File: config.mk
export PLATFORM = sky130hd
export DESIGN_NAME = fifo_rd_ctrl
export DESIGN_NICKNAME = d
export VERILOG_FILES = /design/src/rtl/fifo_pkg.sv /design/src/rtl/sync_2ff.sv /design/src/rtl/fifo_rd_ctrl.sv
export SDC_FILE = /design/constraint.sdc
export NUM_CORES = 1
export LEC_CHECK = 0
export BUFFER_PORTS_ARGS = -buffer_cell sky130_fd_sc_hd__clkbuf_2
export CAP_MARGIN = 20
export CORE_ASPECT_RATIO = 1.25
export CORE_MARGIN = 5
export CORE_UTILIZATION = 48
export CTS_CLUSTER_DIAMETER = 80
export DETAILED_ROUTE_END_ITERATION = 16
export PLACE_DENSITY_LB_ADDON = 0.1
export SLEW_MARGIN = 20
export SYNTH_ARGS = -nofsm -noshare
export SYNTH_HDL_FRONTEND = slang
export SYNTH_SLANG_ARGS = --single-unit
export TNS_END_PERCENT = 30
File: constraint.sdc
create_clock -name i_rd_clk -period 3 [get_ports i_rd_clk]
set_clock_uncertainty 0.2 [all_clocks]
set_input_delay 0.3 -clock i_rd_clk [delete_from_list [all_inputs] [get_ports i_rd_clk]]
set_output_delay 0.3 -clock i_rd_clk [all_outputs]
set_load 0.1 [all_outputs]
File: src/rtl/fifo_pkg.sv
// Shared FIFO package: default geometry and Gray/binary pointer conversions.
// Used by both the read-side and the write-side pointer blocks.
package fifo_pkg;

  localparam int unsigned FifoDataSize = 8;
  localparam int unsigned FifoAddrSize = 4;

  // Conversions work on a 32-bit container. Callers zero-extend the pointer and
  // cast the result back to pointer width. Zero upper bits do not change the
  // low bits in either direction.
  function automatic logic [31:0] bin2gray(input logic [31:0] bin);
    return bin ^ (bin >> 1);
  endfunction

  function automatic logic [31:0] gray2bin(input logic [31:0] gray);
    logic [31:0] bin;
    bin[31] = gray[31];
    for (int i = 30; i >= 0; i--) begin
      bin[i] = bin[i+1] ^ gray[i];
    end
    return bin;
  endfunction

endpackage

File: src/rtl/sync_2ff.sv
// Two-flop synchronizer for a Gray-coded pointer crossing into this clock domain.
// Reset is synchronous and active-high, and it clears both stages.
module sync_2ff #(
  parameter int unsigned Width = 1
) (
  input  logic             clk_i,
  input  logic             rst_i,
  input  logic [Width-1:0] d_i,
  output logic [Width-1:0] q_o
);

  logic [Width-1:0] meta_q;
  logic [Width-1:0] sync_q;

  // Capture the asynchronous input, then give it a full cycle to settle.
  always_ff @(posedge clk_i) begin
    if (rst_i) begin
      meta_q <= '0;
      sync_q <= '0;
    end else begin
      meta_q <= d_i;
      sync_q <= meta_q;
    end
  end

  assign q_o = sync_q;

endmodule

File: src/rtl/fifo_rd_ctrl.sv
// Async-FIFO read-side controller. It synchronizes the write Gray pointer,
// keeps the binary read pointer, and produces a registered empty flag and
// registered read data.
// Optional build macro FIFO_ALMOST_EMPTY_EN adds the o_almost_empty output.
module fifo_rd_ctrl
  import fifo_pkg::*;
#(
  parameter int unsigned DATA_SIZE = FifoDataSize,
  parameter int unsigned ADDR_SIZE = FifoAddrSize,
  parameter int unsigned AE_THRESH = 2
) (
  input  logic                 i_rd_clk,
  input  logic                 i_rd_rst,
  input  logic                 i_rd_en,
  input  logic [ADDR_SIZE:0]   i_wptr_gray,
  input  logic [DATA_SIZE-1:0] i_rd_data,
  output logic [ADDR_SIZE-1:0] o_rd_addr,
  output logic [ADDR_SIZE:0]   o_rptr_gray,
  output logic                 o_empty,
  output logic [DATA_SIZE-1:0] o_dout,
  output logic                 o_dout_valid,
  output logic                 o_underflow
`ifdef FIFO_ALMOST_EMPTY_EN
  ,
  output logic                 o_almost_empty
`endif
);

  localparam int unsigned PtrW = ADDR_SIZE + 1;

  logic [PtrW-1:0]      wq2_wptr;
  logic [PtrW-1:0]      rbin_q, rbin_d;
  logic [PtrW-1:0]      rptr_gray_q, rptr_gray_d;
  logic                 empty_q, empty_d;
  logic [DATA_SIZE-1:0] dout_q, dout_d;
  logic                 dout_valid_q;
  logic                 underflow_q;
  logic                 accepted;

  sync_2ff #(
    .Width(PtrW)
  ) u_wptr_sync (
    .clk_i(i_rd_clk),
    .rst_i(i_rd_rst),
    .d_i  (i_wptr_gray),
    .q_o  (wq2_wptr)
  );

  // Next read pointer and flags. Empty compares the post-read pointer, so
  // draining the last word raises empty on the following cycle.
  always_comb begin
    accepted    = i_rd_en & ~empty_q;
    rbin_d      = rbin_q + PtrW'(accepted);
    rptr_gray_d = PtrW'(bin2gray(32'(rbin_d)));
    empty_d     = (rptr_gray_d == wq2_wptr);
    dout_d      = accepted ? i_rd_data : dout_q;
  end

  // Pointer, flag and data registers. Reset takes priority over a pending read.
  always_ff @(posedge i_rd_clk) begin
    if (i_rd_rst) begin
      rbin_q       <= '0;
      rptr_gray_q  <= '0;
      empty_q      <= 1'b1;
      dout_q       <= '0;
      dout_valid_q <= 1'b0;
      underflow_q  <= 1'b0;
    end else begin
      rbin_q       <= rbin_d;
      rptr_gray_q  <= rptr_gray_d;
      empty_q      <= empty_d;
      dout_q       <= dout_d;
      dout_valid_q <= accepted;
      underflow_q  <= i_rd_en & empty_q;
    end
  end

  assign o_rd_addr    = rbin_q[ADDR_SIZE-1:0];
  assign o_rptr_gray  = rptr_gray_q;
  assign o_empty      = empty_q;
  assign o_dout       = dout_q;
  assign o_dout_valid = dout_valid_q;
  assign o_underflow  = underflow_q;

`ifdef FIFO_ALMOST_EMPTY_EN
  logic [PtrW-1:0] wbin;
  logic [PtrW-1:0] level;
  logic            almost_empty_q, almost_empty_d;

  // Fill level uses the same post-read pointer as empty, so the two flags stay consistent.
  always_comb begin
    wbin           = PtrW'(gray2bin(32'(wq2_wptr)));
    level          = wbin - rbin_d;
    almost_empty_d = (32'(level) <= AE_THRESH);
  end

  // Almost-empty register. Reset reports the FIFO as empty.
  always_ff @(posedge i_rd_clk) begin
    if (i_rd_rst) begin
      almost_empty_q <= 1'b1;
    end else begin
      almost_empty_q <= almost_empty_d;
    end
  end

  assign o_almost_empty = almost_empty_q;
`endif

endmodule

[After elaboration in Yosys (flattened, before gate mapping)]
Index checks and enable logic that the tools add are counted.
Operators by class
  $add $sub $neg: 1
  multiply operators: 0
  divide/modulo/power cells: 0
  order comparisons: 0
  equal/unequal tests: 1
  shifts and indexed selects: 0
  muxes and demuxes: 0
  bitwise logic cells: 4
  reduce and logical (&&, ||, !) cells: 0
Operators with widths (number)
  5-bit by 1-bit adder with 5-bit output: 1
  5-bit equality test: 1
  5-bit by 4-bit XOR with 5-bit output: 1
  1-bit bitwise AND: 2
  1-bit NOT: 1
Storage, ports and cells
  flip-flop bits (word level): 31
  bits in latches: 0
  bits in writable memories: 0
  memory bits (read-only): 0
  input port bits: 16
  logic and storage cells: 14
  memories: 0

[Longest topological paths before layout]
  depth after elaboration: 5
  gate-level depth with buffers: 9

[Modules after synthesis]
From an unflattened synthesis, not the netlist that was laid out.
Unflattened totals
  cell total of the unflattened synthesis: 109
  area total of the unflattened synthesis: 1077.3 um^2
Modules (own cells, without submodules)
  fifo_rd_ctrl: instances 1, cells an instance 89, area an instance 814.5 um^2, seq. area each 400.4 um^2
  sync_2ff: instances 1, cells an instance 20, area an instance 262.8 um^2, seq. area each 200.2 um^2

[Worst setup path after synthesis]
Ideal clock, no wire load.
  kind: reg-to-reg
  start point: register empty_q (netlist: o_empty)
  end point: register empty_q (netlist: o_empty)
  arrival time: 2.755 ns
  setup slack: -0.071 ns
  stages on the path, launching flop included: 10
  path buffers: 1
  period minus slack after synthesis: 3.071 ns
  cells stage by stage: dfxtp_1 > nand2b_1 > clkbuf_1 > inv_2 > ha_1 > ha_1 > xnor2_1 > xor2_1 > xnor2_1 > a41o_1
Between the ends
  cells in the longest elaborated chain, start to end: 5
Ends and longest elaborated chain
  start, declared: RTL line fifo_rd_ctrl.sv:34  | logic empty_q, empty_d;
  start signal, assigned: RTL line fifo_rd_ctrl.sv:71  | empty_q <= empty_d;
  1-bit NOT: RTL line fifo_rd_ctrl.sv:52  | accepted = i_rd_en & ~empty_q;
  1-bit bitwise AND: RTL line fifo_rd_ctrl.sv:52
  via accepted: RTL line fifo_rd_ctrl.sv:38  | logic accepted;
  5-bit by 1-bit adder with 5-bit output: RTL line fifo_rd_ctrl.sv:53  | rbin_d = rbin_q + PtrW'(accepted);
  5-bit by 4-bit XOR with 5-bit output: RTL line fifo_pkg.sv:12  | return bin ^ (bin >> 1);
  5-bit equality test: RTL line fifo_rd_ctrl.sv:55  | empty_d = (rptr_gray_d == wq2_wptr);
The timed path passes the listed nets, and every way through them passes these cells.
A chain may end at the register's enable or synchronous reset.

[Final worst setup path]
  start point: input port i_rd_en
  end point: register empty_q (netlist: o_empty)
Between the ends
  cells in the longest elaborated chain, start to end: 4
Ends and longest elaborated chain
  start, declared: RTL line fifo_rd_ctrl.sv:14  | input logic i_rd_en,
  1-bit bitwise AND: RTL line fifo_rd_ctrl.sv:52
  via accepted: RTL line fifo_rd_ctrl.sv:38
  5-bit by 1-bit adder with 5-bit output: RTL line fifo_rd_ctrl.sv:53
  5-bit by 4-bit XOR with 5-bit output: RTL line fifo_pkg.sv:12
  5-bit equality test: RTL line fifo_rd_ctrl.sv:55
The timed path passes the listed nets, and every way through them passes these cells.

==> impl_metrics.tcl <==
set metrics [dict create \
    dp_hpwl_mm 1.37 \
    synth_area_per_cell_sq_um 9.79 \
    cts_root_buf "clkbuf_4" \
    syn_nets 128 \
    yosysWarnings 0 \
    hold_start "i_rd_data[2]" \
    dieArea_sq_um 3300 \
    grt_use_total_pct 14.2 \
    grt_overflow 0 \
    r2r-end "o_empty" \
    outcome "completed" \
    cts_buffer_depth 2 \
    fill_cells 183 \
    drv_cap 0 \
    io_buffers 35 \
    fin_nets 178 \
    combPwrFrac_pct 22.0 \
    ant_nets 0 \
    numCtsBuffers 5 \
    viasPerCell 4.55 \
    finalCriticalPeriod_ns 2.73 \
    netlist_area_sq_um 1080 \
    hold_path_class "in2reg" \
    worstSetupPathType "in2reg" \
    final_cells 192 \
    antenna_cells 0 \
    routed_wl_mm 2.04 \
    cp-start-kind "input port" \
    rows 19 \
    cts_resized 0 \
    gp_congestion 0.801 \
    drive_above_1_share_pct 28.0 \
    dr.pass1.iters 5 \
    layout_commonest_cell "clkbuf_2" \
    clkPwrFrac_pct 28.0 \
    drt_drc_violations_left 0 \
    die_h_microns 63.0 \
    antenna_found_initial 0 \
    clock_sinks 30 \
    swShare_pct 32.1 \
    clkTransAtPathRegs_ns 0.08 \
    initial_core_util_pct 49.8 \
    power.density_nw_per_um2 586 \
    setup_tns_ns 0 \
    regToRegSetupSlack_ns 0.51 \
    max_freq_mhz 366 \
    setup_viol 0 \
    grt_max_degree 31 \
    final_cell_mix "clkbuf_2, dfxtp_1, nand2_1, nor2b_1, dlygate4sd3_1" \
    drv_slew 0 \
    dp_cells 172 \
    p_int_mw 0.580 \
    worstRegToRegCells 8 \
    grt_pass1_vias 779 \
    min_period_over_period_pct 91.0 \
    ios 36 \
    worstPathMaxFanout 10 \
    worstSkewPairLatency_ns 0.32 \
    finalHoldViolCount 0 \
    hold_depth 3 \
    rsz0062_at_grt "no" \
    syn_inst 110 \
    cp-end-kind "flip-flop" \
    postCtsSetupBuffers 0 \
    tightestPinTransition_ns 0.561 \
    arrival_ns 2.75 \
    cts_tree "built" \
    p_sw_mw 0.274 \
    max_slew_margin_pct 62.8 \
    seqPwrFrac_pct 50.0 \
    core_sq_um 2160 \
    ir_drop_mv 0.459 \
    cts_hold_buffers 12 \
    synth_seq_area_share_pct 55.7 \
    leakagePower_nw 0.658 \
    min_to "o_dout[2]" \
    num_vias 874 \
    routedWlPerCell_microns 10.6 \
    cts-htree-levels 2 \
    rr_startpoint "o_empty" \
    synth.distinct_cells 19 \
    ys_ff_latch 30 \
    grt_pass1_wl_mm 3.35 \
    die_x_microns 52.4 \
    drtIter0Drc 17 \
    power.total_mw 0.854 \
    crit_required_ns 3.02 \
    area_growth_pct 35.3 \
]
[logic make-up after synthesis]
logic type | share of synthesized area [%]
AO/OA/AOI/OAI | 6.39
XOR/XNOR | 12.9
multiplexers | 0.929
flip-flops | 55.7
adder cells (fa/ha/maj) | 2.32
AND/OR/NAND/NOR | 20.0
buffers and inverters | 1.74
[metal layers]
metal  vias up  wire length [microns]  global-route usage [%]  part of all wire, %
met5         -                      0                       0                    0
met4         0                     50                    8.31                  2.5
met3         7                    156                    7.88                  7.7
met2        31                   1080                    23.9                   53
met1       384                    750                    12.8                   37
li1        452                      -                       -                    -
[stage by stage]
stage / hold slack, ns / utilization (%) / instance area (sq um) / setup WS [ns]
6_report: 0.00611 / 67.4 / 1460 / 0.270
2_1_floorplan: 0.214 / - / 1080 / 0.248
4_1_cts: 0.00166 / 67.4 / 1460 / 0.307
5_1_grt: 0.00823 / 67.4 / 1460 / 0.125
3_5_place_dp: 0.228 / 59.1 / 1280 / 0.517
3_3_place_gp: 0.218 / 59.1 / 1280 / 0.601
[flip-flops by register name, indices dropped and copies added (netlist names)]
signal              flops
u_wptr_sync.q_o         5
o_empty                 1
o_dout                  8
o_rptr_gray             4
u_wptr_sync.meta_q      5
rbin_q                  5
o_dout_valid            1
o_underflow             1
[Yosys cell counts (all sizes together)]
master / instances / share of area [%]
dfxtp: 30 / 56
clkbuf: 4 / 1.4
xor2: 7 / 6.4
nor2b: 13 / 7.5
a21bo: 1 / 0.93
ha: 2 / 2.3
nor2: 8 / 2.8
xnor2: 8 / 6.5
a41o: 1 / 0.93
a21oi: 8 / 3.7
mux2i: 1 / 0.93
nand3: 2 / 0.93
nand4: 1 / 0.58
nand2b: 1 / 0.58
nand2: 20 / 7.0
or2: 1 / 0.58
o2bb2ai: 1 / 0.81
inv: 1 / 0.35
[final cells by class]
type                       instances  area (sq um)  area share, %
multi-input combinational         75           458           31.4
timing repair buffer              47           295           20.3
clock inverter                     1          5.00          0.343
inverter                           1          3.75          0.258
tap                               31          38.8           2.66
sequential                        30           602           41.3
clock buffer                       7          55.1           3.78
[worst max-delay path by stage]
| stage | start | endpoint | slack [ns] |
|---|---|---|---|
| 2_1_floorplan | o_empty | o_empty | 0.25 |
| 3_3_place_gp | i_rd_en | o_empty | 0.60 |
| 3_5_place_dp | i_rd_en | o_empty | 0.52 |
| 4_1_cts | i_rd_en | o_empty | 0.31 |
| 5_1_grt | i_rd_en | o_empty | 0.12 |
| 6_report | i_rd_en | o_empty | 0.27 |
[critical path, cell delays in order]
cell and delay, ns:
dlygate4sd3_1 0.53, clkbuf_2 0.11, nand2b_1 0.29, inv_2 0.17
ha_1 0.26, ha_1 0.28, xnor2_1 0.30, xor2_1 0.21
xnor2_1 0.08, a41o_1 0.22
[power groups by stage]
stage / sequential (mW) / combinational, mW / clock (mW)
detailed placement: 0.436 / 0.176 / 0
CTS: 0.427 / 0.189 / 0.248
finish: 0.427 / 0.188 / 0.239
global route: 0.430 / 0.199 / 0.264
global placement: 0.436 / 0.175 / 0
floorplan: 0.537 / 0.0448 / 0
Power figures use the tool's default switching activity.
